[config.mk]
export PLATFORM = sky130hd
export DESIGN_NAME = fetch_unit
export DESIGN_NICKNAME = d
export VERILOG_FILES = /design/src/rtl/fetch_unit.sv
export SDC_FILE = /design/constraint.sdc
export NUM_CORES = 1
export LEC_CHECK = 0
export CAP_MARGIN = 20
export CORE_MARGIN = 1
export CORE_UTILIZATION = 39
export DETAILED_ROUTE_END_ITERATION = 6
export PLACE_DENSITY = 0.77
export SLEW_MARGIN = 10
export SYNTH_ARGS = -nofsm -noshare
export SYNTH_HDL_FRONTEND = slang
export SYNTH_SLANG_ARGS = --single-unit
[constraint.sdc]
create_clock -name clk -period 3 [get_ports clk]
set_input_delay 0.45 -clock clk [delete_from_list [all_inputs] [get_ports clk]]
set_output_delay 0.45 -clock clk [all_outputs]
set_load 0.01 [all_outputs]
[src/rtl/fetch_unit.sv]
// rtl/fetch_unit.sv - MIPS instruction fetch stage: PC, imem req/ack handshake, next-PC select.
// Optional target alignment fault checking is enabled with FETCH_ALIGN_CHECK_EN.
module fetch_unit #(
    parameter logic [31:0] RESET_PC = 32'h0000_0000
) (
    input  logic        clk,
    input  logic        rst,
    output logic        imem_req,
    output logic [31:0] imem_addr,
    input  logic        imem_ack,
    input  logic [31:0] imem_rdata,
    output logic [31:0] instr,
    output logic [31:0] instr_pc,
    output logic [31:0] instr_pc_plus4,
    output logic        instr_valid,
    input  logic        instr_ready,
    input  logic        redirect_valid,
    input  logic [31:0] redirect_pc,
    output logic        misalign_err
);

`ifdef FETCH_ALIGN_CHECK_EN
    typedef enum logic [1:0] {ST_FETCH, ST_HOLD, ST_ERR} state_t;
`else
    typedef enum logic [1:0] {ST_FETCH, ST_HOLD} state_t;
`endif

    state_t      state_q, state_d;
    logic [31:0] pc_q, pc_d;
    logic        req_q, req_d;
    logic [31:0] instr_q, instr_d;
    logic [31:0] ipc_q, ipc_d;
    logic [31:0] target_pc;

    assign target_pc = redirect_valid ? (redirect_pc & 32'hFFFF_FFFC) : pc_q + 32'd4;

    always_ff @(posedge clk or posedge rst) begin
        if (rst) begin
            state_q <= ST_FETCH;
            pc_q    <= RESET_PC;
            req_q   <= 1'b0;
            instr_q <= 32'h0000_0000;
            ipc_q   <= RESET_PC;
        end else begin
            state_q <= state_d;
            pc_q    <= pc_d;
            req_q   <= req_d;
            instr_q <= instr_d;
            ipc_q   <= ipc_d;
        end
    end

    always_comb begin
        state_d = state_q;
        pc_d    = pc_q;
        req_d   = req_q;
        instr_d = instr_q;
        ipc_d   = ipc_q;
        case (state_q)
            ST_FETCH: begin
                req_d = 1'b1;
                // An ack only counts against a request that is actually on the bus.
                if (req_q && imem_ack) begin
                    instr_d = imem_rdata;
                    ipc_d   = pc_q;
                    req_d   = 1'b0;
                    state_d = ST_HOLD;
                end
            end
            ST_HOLD: begin
                req_d = 1'b0;
                if (instr_ready) begin
`ifdef FETCH_ALIGN_CHECK_EN
                    if (redirect_valid && (redirect_pc[1:0] != 2'b00)) begin
                        state_d = ST_ERR;
                    end else begin
                        pc_d    = target_pc;
                        req_d   = 1'b1;
                        state_d = ST_FETCH;
                    end
`else
                    pc_d    = target_pc;
                    req_d   = 1'b1;
                    state_d = ST_FETCH;
`endif
                end
            end
            default: begin
                req_d = 1'b0;
            end
        endcase
    end

    assign imem_req       = req_q;
    assign imem_addr      = pc_q;
    assign instr          = instr_q;
    assign instr_pc       = ipc_q;
    assign instr_pc_plus4 = ipc_q + 32'd4;
    assign instr_valid    = (state_q == ST_HOLD);
`ifdef FETCH_ALIGN_CHECK_EN
    assign misalign_err   = (state_q == ST_ERR);
`else
    assign misalign_err   = 1'b0;
`endif

endmodule

==> impl_metrics.tcl <==
set metrics [dict create \
    status "completed" \
    fin_crit_sh_pct 96.6 \
    setup_violations 0 \
    min_to "instr[5]$_DFFE_PP0P_" \
    syn_to_final_growth_pct 50.4 \
    synth_cell_types 46 \
    grt_pass1_vias 4265 \
    netlist.top_cell.by_area "dfrtp_1" \
    cts_buffers 9 \
    fin_nets 722 \
    dp_hpwl_microns 10000 \
    start_util_pct 40.2 \
    coreArea_sq_um 12100 \
    critPathKind "reg2out" \
    period_minus_slack_ns 2.90 \
    endpoint_kind "output pin" \
    fmax_mhz 345 \
    grt_usage_pct 21.4 \
    synth_top_area_share_pct 48.5 \
    start_kind "flop" \
    io_pins 200 \
    wl_microns 13600 \
    clock_latency_ns 0.34 \
    arrival_ns 2.45 \
    tightestPinTransition_ns 0.709 \
    num-fill-cells 1026 \
    port_buffers 190 \
    reg2reg_depth 6 \
    drt_first_pass_iters 5 \
    syn-mean-instance-area_sq_um 10.5 \
    htree_levels 3 \
    grt_pass1_wl_microns 21700 \
    relSlewSlack_pct 52.7 \
    rows 40 \
    cts_sinks 94 \
    critical_path_required_ns 2.55 \
    setup_tns_ns 0 \
    die_w_microns 114 \
    power.density_nw_per_um2 995 \
    fp.dieH_microns 114 \
    r2r-start "imem_addr[2]$_DFFE_PP0P_" \
    hold_viol_final 0 \
    drc 0 \
    crit_fanout 3 \
    place.gp.congestion 0.790 \
    hold_path_class "reg2reg" \
    antenna_found_initial 0 \
    antenna_cells 0 \
    viasPerCell 5.33 \
    reg2reg_slack_ns 0.76 \
    yosys_warnings 0 \
    cts.path.max_buffers 2 \
    grt_overflow 0 \
    ff_latch_area_sq_um 2360 \
    yosysMostFrequentCell "dfrtp_1" \
    vias 4393 \
    p_total_mw 7.27 \
    drt_iter0_markers 313 \
    r2r-end "imem_addr[22]$_DFFE_PP0P_" \
    syn-cell-area_sq_um 4850 \
    rsz0062_at_grt "false" \
    multi_input_area_sq_um 2350 \
    drive_gt1_share_pct 16.3 \
    drv_slew 0 \
    ir_drop_uv 437 \
    die_area_sq_um 12900 \
    grt_max_degree 49 \
    clkSlewWorstSetupHoldPaths_ns 0.06 \
    cts_root_buffer "clkbuf_16" \
    leakage_nw 3.03 \
    ys_seq_area_share_pct 48.5 \
    maxCapViolCount 0 \
    fin_worst_skew_ns 0.00579 \
    cts_tree "yes" \
    hold_depth 1 \
    ant_nets 0 \
    hp-start "instr[5]$_DFFE_PP0P_" \
    synth_flop_cell "dfrtp_1" \
    synthTopCellsByArea "dfrtp_1 (48%), mux2_2 (14%), xnor2_1 (4.0%)" \
    synth_edf_count 0 \
    ys_ff_latch 94 \
    synthTopCellsByCount "dfrtp_1 (94), mux2_2 (61), nand2_1 (34), o21ai_0 (31)" \
    wl_per_cell_microns 16.5 \
    synthArstFlopShare_pct 100 \
    netlist_instances 462 \
]
[routing by layer]
metal	global-route usage, %	vias up	part of all wire, %
li1	-	2038	-
met1	27.0	2161	41
met2	35.5	182	50
met3	6.00	12	7.9
met4	6.67	0	1.0
met5	0	-	0
[placed cells by master (no fill, tap or decap), drive strengths merged, types with 2 or more instances in the layout]
cell / netlist / routed
nor2: 25 / 25
mux2: 61 / 61
nor3: 13 / 13
o21ai: 31 / 31
dlymetal6s2s: 0 / 7
nand2: 34 / 34
and3: 16 / 16
xnor2: 22 / 22
a311oi: 6 / 6
and4: 9 / 9
nand3: 23 / 23
nor2b: 3 / 3
o311ai: 2 / 2
a21oi: 21 / 21
mux2i: 2 / 2
a211oi: 3 / 3
nor4: 5 / 5
dlygate4sd2: 0 / 5
a2bb2oi: 2 / 2
clkbuf: 18 / 15
and2: 4 / 4
conb: 1 / 7
o2bb2ai: 2 / 2
inv: 11 / 11
ha: 2 / 2
xor2: 6 / 6
nand4: 13 / 13
or3: 5 / 5
clkdlybuf4s50: 0 / 177
buf: 13 / 13
o22ai: 3 / 3
dfrtp: 94 / 94
[timing repair]
item,4_1_cts,5_1_grt
resized for setup,10,9
setup endpoints to repair,12,8
hold buffers,0,0
setup buffers,2,0
endpoints found under the hold margin,0,0
[registers in the layout, indices dropped and copies added (netlist names)]
| name | flops |
|---|---|
| state_q | 1 |
| imem_addr | 30 |
| instr_pc | 30 |
| imem_req | 1 |
| instr | 32 |
[cells by family after synthesis]
logic type / synth area share [%]
AND/OR/NAND/NOR: 17.0
XOR/XNOR: 5.05
buffers and inverters: 3.95
multiplexers: 14.6
other: 0.0773
adder cells (fa/ha/maj): 0.516
AO/OA/AOI/OAI: 10.4
flip-flops: 48.5
[worst max-delay path, cell delays in order (launching register included)]
cell,delay [ns]
dfrtp_1,0.36
ha_2,0.21
inv_1,0.04
or4_4,0.60
nor4_4,0.26
buf_4,0.17
nand2_1,0.06
xnor2_1,0.12
dlygate4sd2_1,0.28
[power breakdown]
group / switching [mW] / leakage, nW / internal, mW / total (mW)
registers: 0.719 / 1.11 / 1.87 / 2.59
clock network: 0.462 / 0.155 / 0.737 / 1.20
logic: 1.37 / 1.76 / 2.11 / 3.47
[area by class of cell]
class                   instances  share of cell area [%]
clock inverters                 2                   0.514
repair buffers                203                    27.6
clock buffers                  14                    3.89
inverters                      11                   0.600
well taps                     168                    2.88
multi-input cells             332                    32.2
flip-flops and latches         94                    32.3
[metrics by stage]
stage	worst slack (ns)	util (%)	instances	cell area [sq um]	hold WS [ns]
after CTS	0.0353	60.4	824	7280	0.507
after global placement	0.203	57.6	806	6940	0.488
final	0.103	60.5	824	7300	0.503
after global routing	0.000641	60.5	824	7300	0.525
after detailed placement	0.195	57.6	806	6940	0.495
after floorplan	0.101	-	468	4870	0.550
[worst max path at each step]
stage                                      to  depth (start not counted)                     from  slack [ns]
finish                     instr_pc_plus4[26]                          8  instr_pc[2]$_DFFE_PP0P_        0.10
global route               instr_pc_plus4[26]                          8  instr_pc[2]$_DFFE_PP0P_      0.0006
floorplan           imem_addr[10]$_DFFE_PP0P_                          1                      rst        0.10
detailed placement         instr_pc_plus4[30]                          7  instr_pc[3]$_DFFE_PP0P_        0.20
global placement           instr_pc_plus4[30]                          7  instr_pc[3]$_DFFE_PP0P_        0.20
CTS                        instr_pc_plus4[21]                          8  instr_pc[2]$_DFFE_PP0P_        0.04
Note: power is estimated with default switching activity, not from simulation.
